[src/rtl/pipe_if_stage.sv]
// pipe_if_stage: instruction fetch stage with IF/ID register, stall hold buffer and interrupt entry.
module pipe_if_stage (
   input  logic        clk,
   input  logic        rst,
   input  logic [1:0]  pcsource,
   input  logic [31:0] bpc,
   input  logic [31:0] rpc,
   input  logic [31:0] jpc,
   input  logic        nostall,
   input  logic        intr,
   input  logic        ie,
   input  logic        irdy,
   input  logic [31:0] idata,
   output logic [31:0] iaddr,
   output logic        ireq,
   output logic [31:0] pc,
   output logic [31:0] dpc4,
   output logic [31:0] inst,
   output logic        inta,
   output logic [31:0] epc
);
   typedef enum logic {FETCH, HOLD} state_t;
   state_t state, state_nx;
   logic [31:0] buffer, pc4, npc;
   logic adv, take, park;
   always_comb begin
      pc4      = pc + 32'd4;
      npc      = pcsource == 2'b00 ? pc4 : pcsource == 2'b01 ? bpc : pcsource == 2'b10 ? rpc : jpc;
      adv      = nostall & (state == HOLD | irdy);
      park     = state == FETCH & irdy & ~nostall;
      // interrupts only replace sequential fetches, so a delay slot is never lost
      take     = adv & intr & ie & pcsource == 2'b00;
      inta     = take & ~rst;
      ireq     = state == FETCH & ~rst;
      iaddr    = pc;
      state_nx = park ? HOLD : (state == HOLD & nostall) ? FETCH : state;
   end
   always_ff @(posedge clk)
      if (rst) state <= FETCH;
      else state <= state_nx;
   always_ff @(posedge clk) begin
      if (rst) begin
         pc     <= '0;
         inst   <= '0;
         dpc4   <= '0;
         epc    <= '0;
         buffer <= '0;
      end else begin
         if (park) buffer <= idata;
         if (take) begin
            inst <= '0;
            epc  <= pc;
            pc   <= 32'h0000_0008;
         end else if (adv) begin
            inst <= state == HOLD ? buffer : idata;
            dpc4 <= pc4;
            pc   <= npc;
         end else if (nostall) inst <= '0;
      end
   end
endmodule

[config.mk]
export PLATFORM = sky130hd
export DESIGN_NAME = pipe_if_stage
export DESIGN_NICKNAME = d
export VERILOG_FILES = /design/src/rtl/pipe_if_stage.sv
export SDC_FILE = /design/constraint.sdc
export NUM_CORES = 1
export LEC_CHECK = 0
export CAP_MARGIN = 0
export CORE_ASPECT_RATIO = 0.75
export CORE_MARGIN = 5
export CORE_UTILIZATION = 24
export DETAILED_ROUTE_END_ITERATION = 7
export PLACE_DENSITY = 0.46
export SKIP_LAST_GASP = 1
export SYNTH_ARGS = -nofsm -noshare
export SYNTH_HDL_FRONTEND = slang
export SYNTH_SLANG_ARGS = --single-unit
[constraint.sdc]
create_clock -name clk -period 2.4 [get_ports clk]
set_clock_uncertainty 0.15 [all_clocks]
set_input_delay 0.24 -clock clk [delete_from_list [all_inputs] [get_ports clk]]
set_output_delay 0.24 -clock clk [all_outputs]
set_load 0.01 [all_outputs]
Word level (Yosys, flattened, before mapping)

Cells that the tools add are included.

Logic and storage cells: 40
Input bits: 136
Output and inout bits: 162
Register bits after elaboration: 161

Bitwise operators: 14
$add $sub $neg: 1
Muxes and demuxes: 10
Reductions and logical operators: 6
Equal/unequal tests: 2

Operators by type and width:

| cell                                                                  | count |
|---|---|
| 32-bit 2-to-1 mux                                                     | 6 |
| 32-bit by 3-bit adder with 32-bit output, second input constant       | 1 |
| 1-bit bitwise AND                                                     | 9 |
| 4-bit 2-to-1 mux                                                      | 2 |
| 2-bit nonzero test                                                    | 3 |
| 1-bit inverter                                                        | 4 |
| 2-bit by 1-bit equality test with 1-bit output, second input constant | 1 |
| 2-bit equality test, second input constant                            | 1 |
| 2-bit zero test                                                       | 1 |
| 1-bit 2-to-1 mux                                                      | 2 |
| 2-bit AND reduction                                                   | 1 |
| 2-bit OR reduction                                                    | 1 |
| 1-bit OR                                                              | 1 |

Longest topological paths before layout

Depth after elaboration: 7
Mapped depth: 8
Depth with buffers taken out: 6

Worst setup path after synthesis

No wires, ideal clock.

Path type: flip-flop to flip-flop
Start point: register pc[2], in the netlist iaddr[2]
End point: register pc[28], in the netlist iaddr[28]
Buffers on the path: 0
Period minus slack after synthesis: 2.206 ns
Setup time: 0.103 ns
Required time: 2.147 ns
Cell stages (with the launch flop): 7
Arrival: 1.952 ns
Slack: 0.194 ns
Cells stage by stage: dfxtp_1 -> ha_1 -> nand3_1 -> nor4_4 -> nand3_2 -> xor2_1 -> a2111oi_2

Cells in the longest elaborated chain, start to end: 2

RTL lines:

| element                                  | RTL line | text |
|---|---|---|
| start: declaration                       | 16       | `output logic [31:0] pc,` |
| start signal: assignment                 | 57       | `pc <= npc;` |
| 32-bit by 3-bit adder with 32-bit output | 27       | `pc4 = pc + 32'd4;` |
| 32-bit 2-to-1 mux                        | 28       | `npc = pcsource == 2'b00 ? pc4 : pcsource == 2'b01 ? bpc : pcsource == 2'b10 ? rpc : jpc;` |

Every way passes these cells.
A chain may end at the register's enable or synchronous reset.

Worst setup path after layout

Start point: input port intr
End point: output port inta

Cells in the longest elaborated chain, start to end: 4

RTL lines:

| element                        | RTL line | text |
|---|---|---|
| start: declaration             | 10       | `input logic intr,` |
| 1-bit bitwise AND (3 in a row) | 32       | `take = adv & intr & ie & pcsource == 2'b00;` |
| 1-bit bitwise AND              | 33       | `inta = take & ~rst;` |
| end: declaration               | 19       | `output logic inta,` |

Every way passes these cells.

==> flow_metrics.env <==
export IMPL_clkLatencyLatePin_ns=0.44
export IMPL_avgSynthCellArea_um2=8.13
export IMPL_worstPathRequired_ns=2.01
export IMPL_holdPathEnd="buffer[24]"
export IMPL_layout_min_cycle_time_ns=2.30
export IMPL_fp_row_count=57
export IMPL_cts_tree="yes"
export IMPL_internal_power_mw=5.02
export IMPL_pin_count=298
export IMPL_reg2reg_setup_slack_ns=0.25
export IMPL_worst_path_max_fanout=2
export IMPL_crit_path_max_incr_delay_ns=0.54
export IMPL_syn_num_nets=1110
export IMPL_clock_path_buffers=2
export IMPL_async_flop_share_pct=0
export IMPL_first_pass_iters=5
export IMPL_r2r_start="iaddr[2]"
export IMPL_power_leakage_nw=4.32
export IMPL_grtUsageMet2_pct=27.0
export IMPL_synthTopCellsByCount="163 x nand2_1, 161 x dfxtp_1, 105 x nor2_1"
export IMPL_yosysMostFrequentCell="nand2_1"
export IMPL_via_per_inst=4.78
export IMPL_r2r_end="dpc4[18]"
export IMPL_power_density_mw_per_mm2=581
export IMPL_fmax_mhz=435
export IMPL_grt_pass1_wl_um=50300
export IMPL_yosys_area_top_type="dfxtp_1"
export IMPL_finalInstanceArea_mm2=0.0121
export IMPL_worstPathCellList="clkdlybuf4s50_1 -> nand2_1 -> nor4_4 -> buf_12 -> clkdlybuf4s50_1"
export IMPL_hold_depth=3
export IMPL_die_area_mm2=0.0367
export IMPL_tightest_slew_ns=0.764
export IMPL_drive_gt1_share_pct=12.5
export IMPL_root_buffer="clkbuf_16"
export IMPL_final_core_utilization_pct=37.4
export IMPL_cts_buffers=17
export IMPL_slew_violations=0
export IMPL_netlist_instances=973
export IMPL_status="complete, no violations"
export IMPL_nets=1375
export IMPL_crit_top_cell="clkdlybuf4s50_1"
export IMPL_placed_area_mm2=0.0115
export IMPL_place_gp_congestion=0.827
export IMPL_fp_dieH_um=167
export IMPL_port_buffers=297
export IMPL_p_sw_share_pct=28.7
export IMPL_max_cap_violations=0
export IMPL_synth_area_mm2=0.00791
export IMPL_use_met3_pct=4.51
export IMPL_cts_setup_buffers=0
export IMPL_netlist_top_cells_area="dfxtp_1 41%, nand2_1 7.7%, nor2_1 5.0%"
export IMPL_worstPathArrival_ns=1.91
export IMPL_min_path_type="primary input to register"
export IMPL_antenna_found_initial=1
export IMPL_ant_nets=0
export IMPL_p_comb_share_pct=19.6
export IMPL_pwr_share_clk_pct=39.2
export IMPL_synth_top_area_share_pct=40.7
export IMPL_cp_end_kind="output port"
export IMPL_p_sw_mw=2.02
export IMPL_h_tree_depth=4
export IMPL_cts_sink_count=161
export IMPL_coreArea_mm2=0.0324
export IMPL_synth_warnings=0
export IMPL_setup_viol=0
export IMPL_grt_max_degree=60
export IMPL_yosysSeqAreaShare_pct=40.7
export IMPL_ir_worst_vdd_v=0.000265
export IMPL_rsz0062_at_grt="false"
export IMPL_synth_flop_cell="dfxtp_1"
export IMPL_synthDistinctLibCells=57
export IMPL_grt_pass1_vias=8009
export IMPL_remaining_drc_errors=0
export IMPL_reg2reg_depth=7
export IMPL_clk_pin_slew_ns=0.07
export IMPL_ys_ff_latch=161
export IMPL_drt_iter0_drc=615
export IMPL_busiest_layer="met2"
export IMPL_globalRouteMet1Util_pct=25.3
export IMPL_track_usage_pct=17.7
export IMPL_hold_viol=0
export IMPL_path_class="primary input to output port"
export IMPL_max_slew_margin_pct=49.1
export IMPL_power_mw=7.04
export IMPL_fin_setup_tns_ns=0
export IMPL_routed_wl_um=32800
export IMPL_min_from="idata[24]"
export IMPL_worstSetupStartpointType="primary input"
export IMPL_routedWlPerCell_um=19.3
export IMPL_cp_slowest_cell="clkdlybuf4s50_1"
export IMPL_period_share_pct=95.9
export IMPL_areaGrowthSynthToFinish_pct=53.3
export IMPL_initial_utilization_pct=24.4
export IMPL_die_x_um=220
export IMPL_vias=8098
export IMPL_dp_hpwl_um=24400
export IMPL_grt_remaining_overflow=0
export IMPL_synth_edf_count=0
export IMPL_p_seq_share_pct=41.1
what timing repair did:
action,CTS,global route
setup endpoints to repair,0,1
gates resized for setup,0,3
hold buffers,2,0
endpoints found under the hold margin,1,0
layout by cell type (no fill, tap or decap), drive strengths merged, types with 19 or more instances in the layout:
cell type	n
mux2	19
a211oi	31
nor2	105
nand2	163
xor2	20
a21oi	56
buf	80
dfxtp	161
o211ai	34
nand3	20
a22o	32
clkdlybuf4s50	292
o21ai	57
critical path, delay by kind of cell:
family                 cells  cell delay, ns
buffers and inverters      3            1.19
AND/OR/NAND/NOR            2            0.49
metrics by stage:
stage	hold slack, ns	instances	setup WS, ns
2_1_floorplan	0.226	973	0.194
3_3_place_gp	0.293	1659	0.0308
3_5_place_dp	0.296	1659	0.0309
4_1_cts	0.195	1693	0.0333
5_1_grt	0.218	1694	0.00218
6_report	0.226	1694	0.0985
cells by family (layout without fill, tap and decap cells):
| group | after synthesis | count (layout) | share of synthesized area [%] |
|---|---|---|---|
| and+or+nand+nor | 345 | 345 | 19.1 |
| other | 0 | 1 | 0 |
| xor gates and xnor gates | 28 | 28 | 3.10 |
| AOI/OAI and AO/OA | 269 | 269 | 23.0 |
| DFF | 161 | 161 | 40.7 |
| adders and majority gates | 1 | 1 | 0.158 |
| muxes | 35 | 35 | 5.68 |
| buffers and inverters | 134 | 412 | 8.19 |
final cells by class:
type                       instances  area, um2
fill                            3353      20300
multi-input combinational        678       4100
timing repair buffer             375       3640
sequential                       161       3220
tap                              442        553
clock buffer                      18        439
clock inverter                    14        146
inverter                           5       18.8
antenna                            1       2.50
registers in the layout, summed over array words and instances, names as in the netlist, named ones only:
register  count
buffer       32
dpc4         32
epc          32
iaddr        30
inst         32
state         1
power by group through the flow:
| stage | Combinational [mW] | Clock (mW) | Sequential (mW) |
|---|---|---|---|
| 6_report | 1.38 | 2.76 | 2.90 |
| 5_1_grt | 1.50 | 2.98 | 2.92 |
| 4_1_cts | 1.40 | 2.88 | 2.90 |
| 3_5_place_dp | 1.39 | 0 | 2.96 |
| 3_3_place_gp | 1.39 | 0 | 2.96 |
| 2_1_floorplan | 0.584 | 0 | 3.00 |
how the worst max path moves through the flow:
stage | depth (start not counted) | from | to
floorplan | 6 | iaddr[2] | iaddr[28]
global placement | 5 | pcsource[1] | inta
detailed placement | 5 | pcsource[1] | inta
CTS | 5 | pcsource[1] | inta
global route | 3 | state | ireq
finish | 5 | intr | inta
metal layers:
metal / vias up / wire length, um
met5: - / 0
met4: 0 / 327
met3: 20 / 2160
met2: 234 / 14500
met1: 3877 / 15700
li1: 3967 / -
No activity file was read; power rests on OpenSTA's default activity.
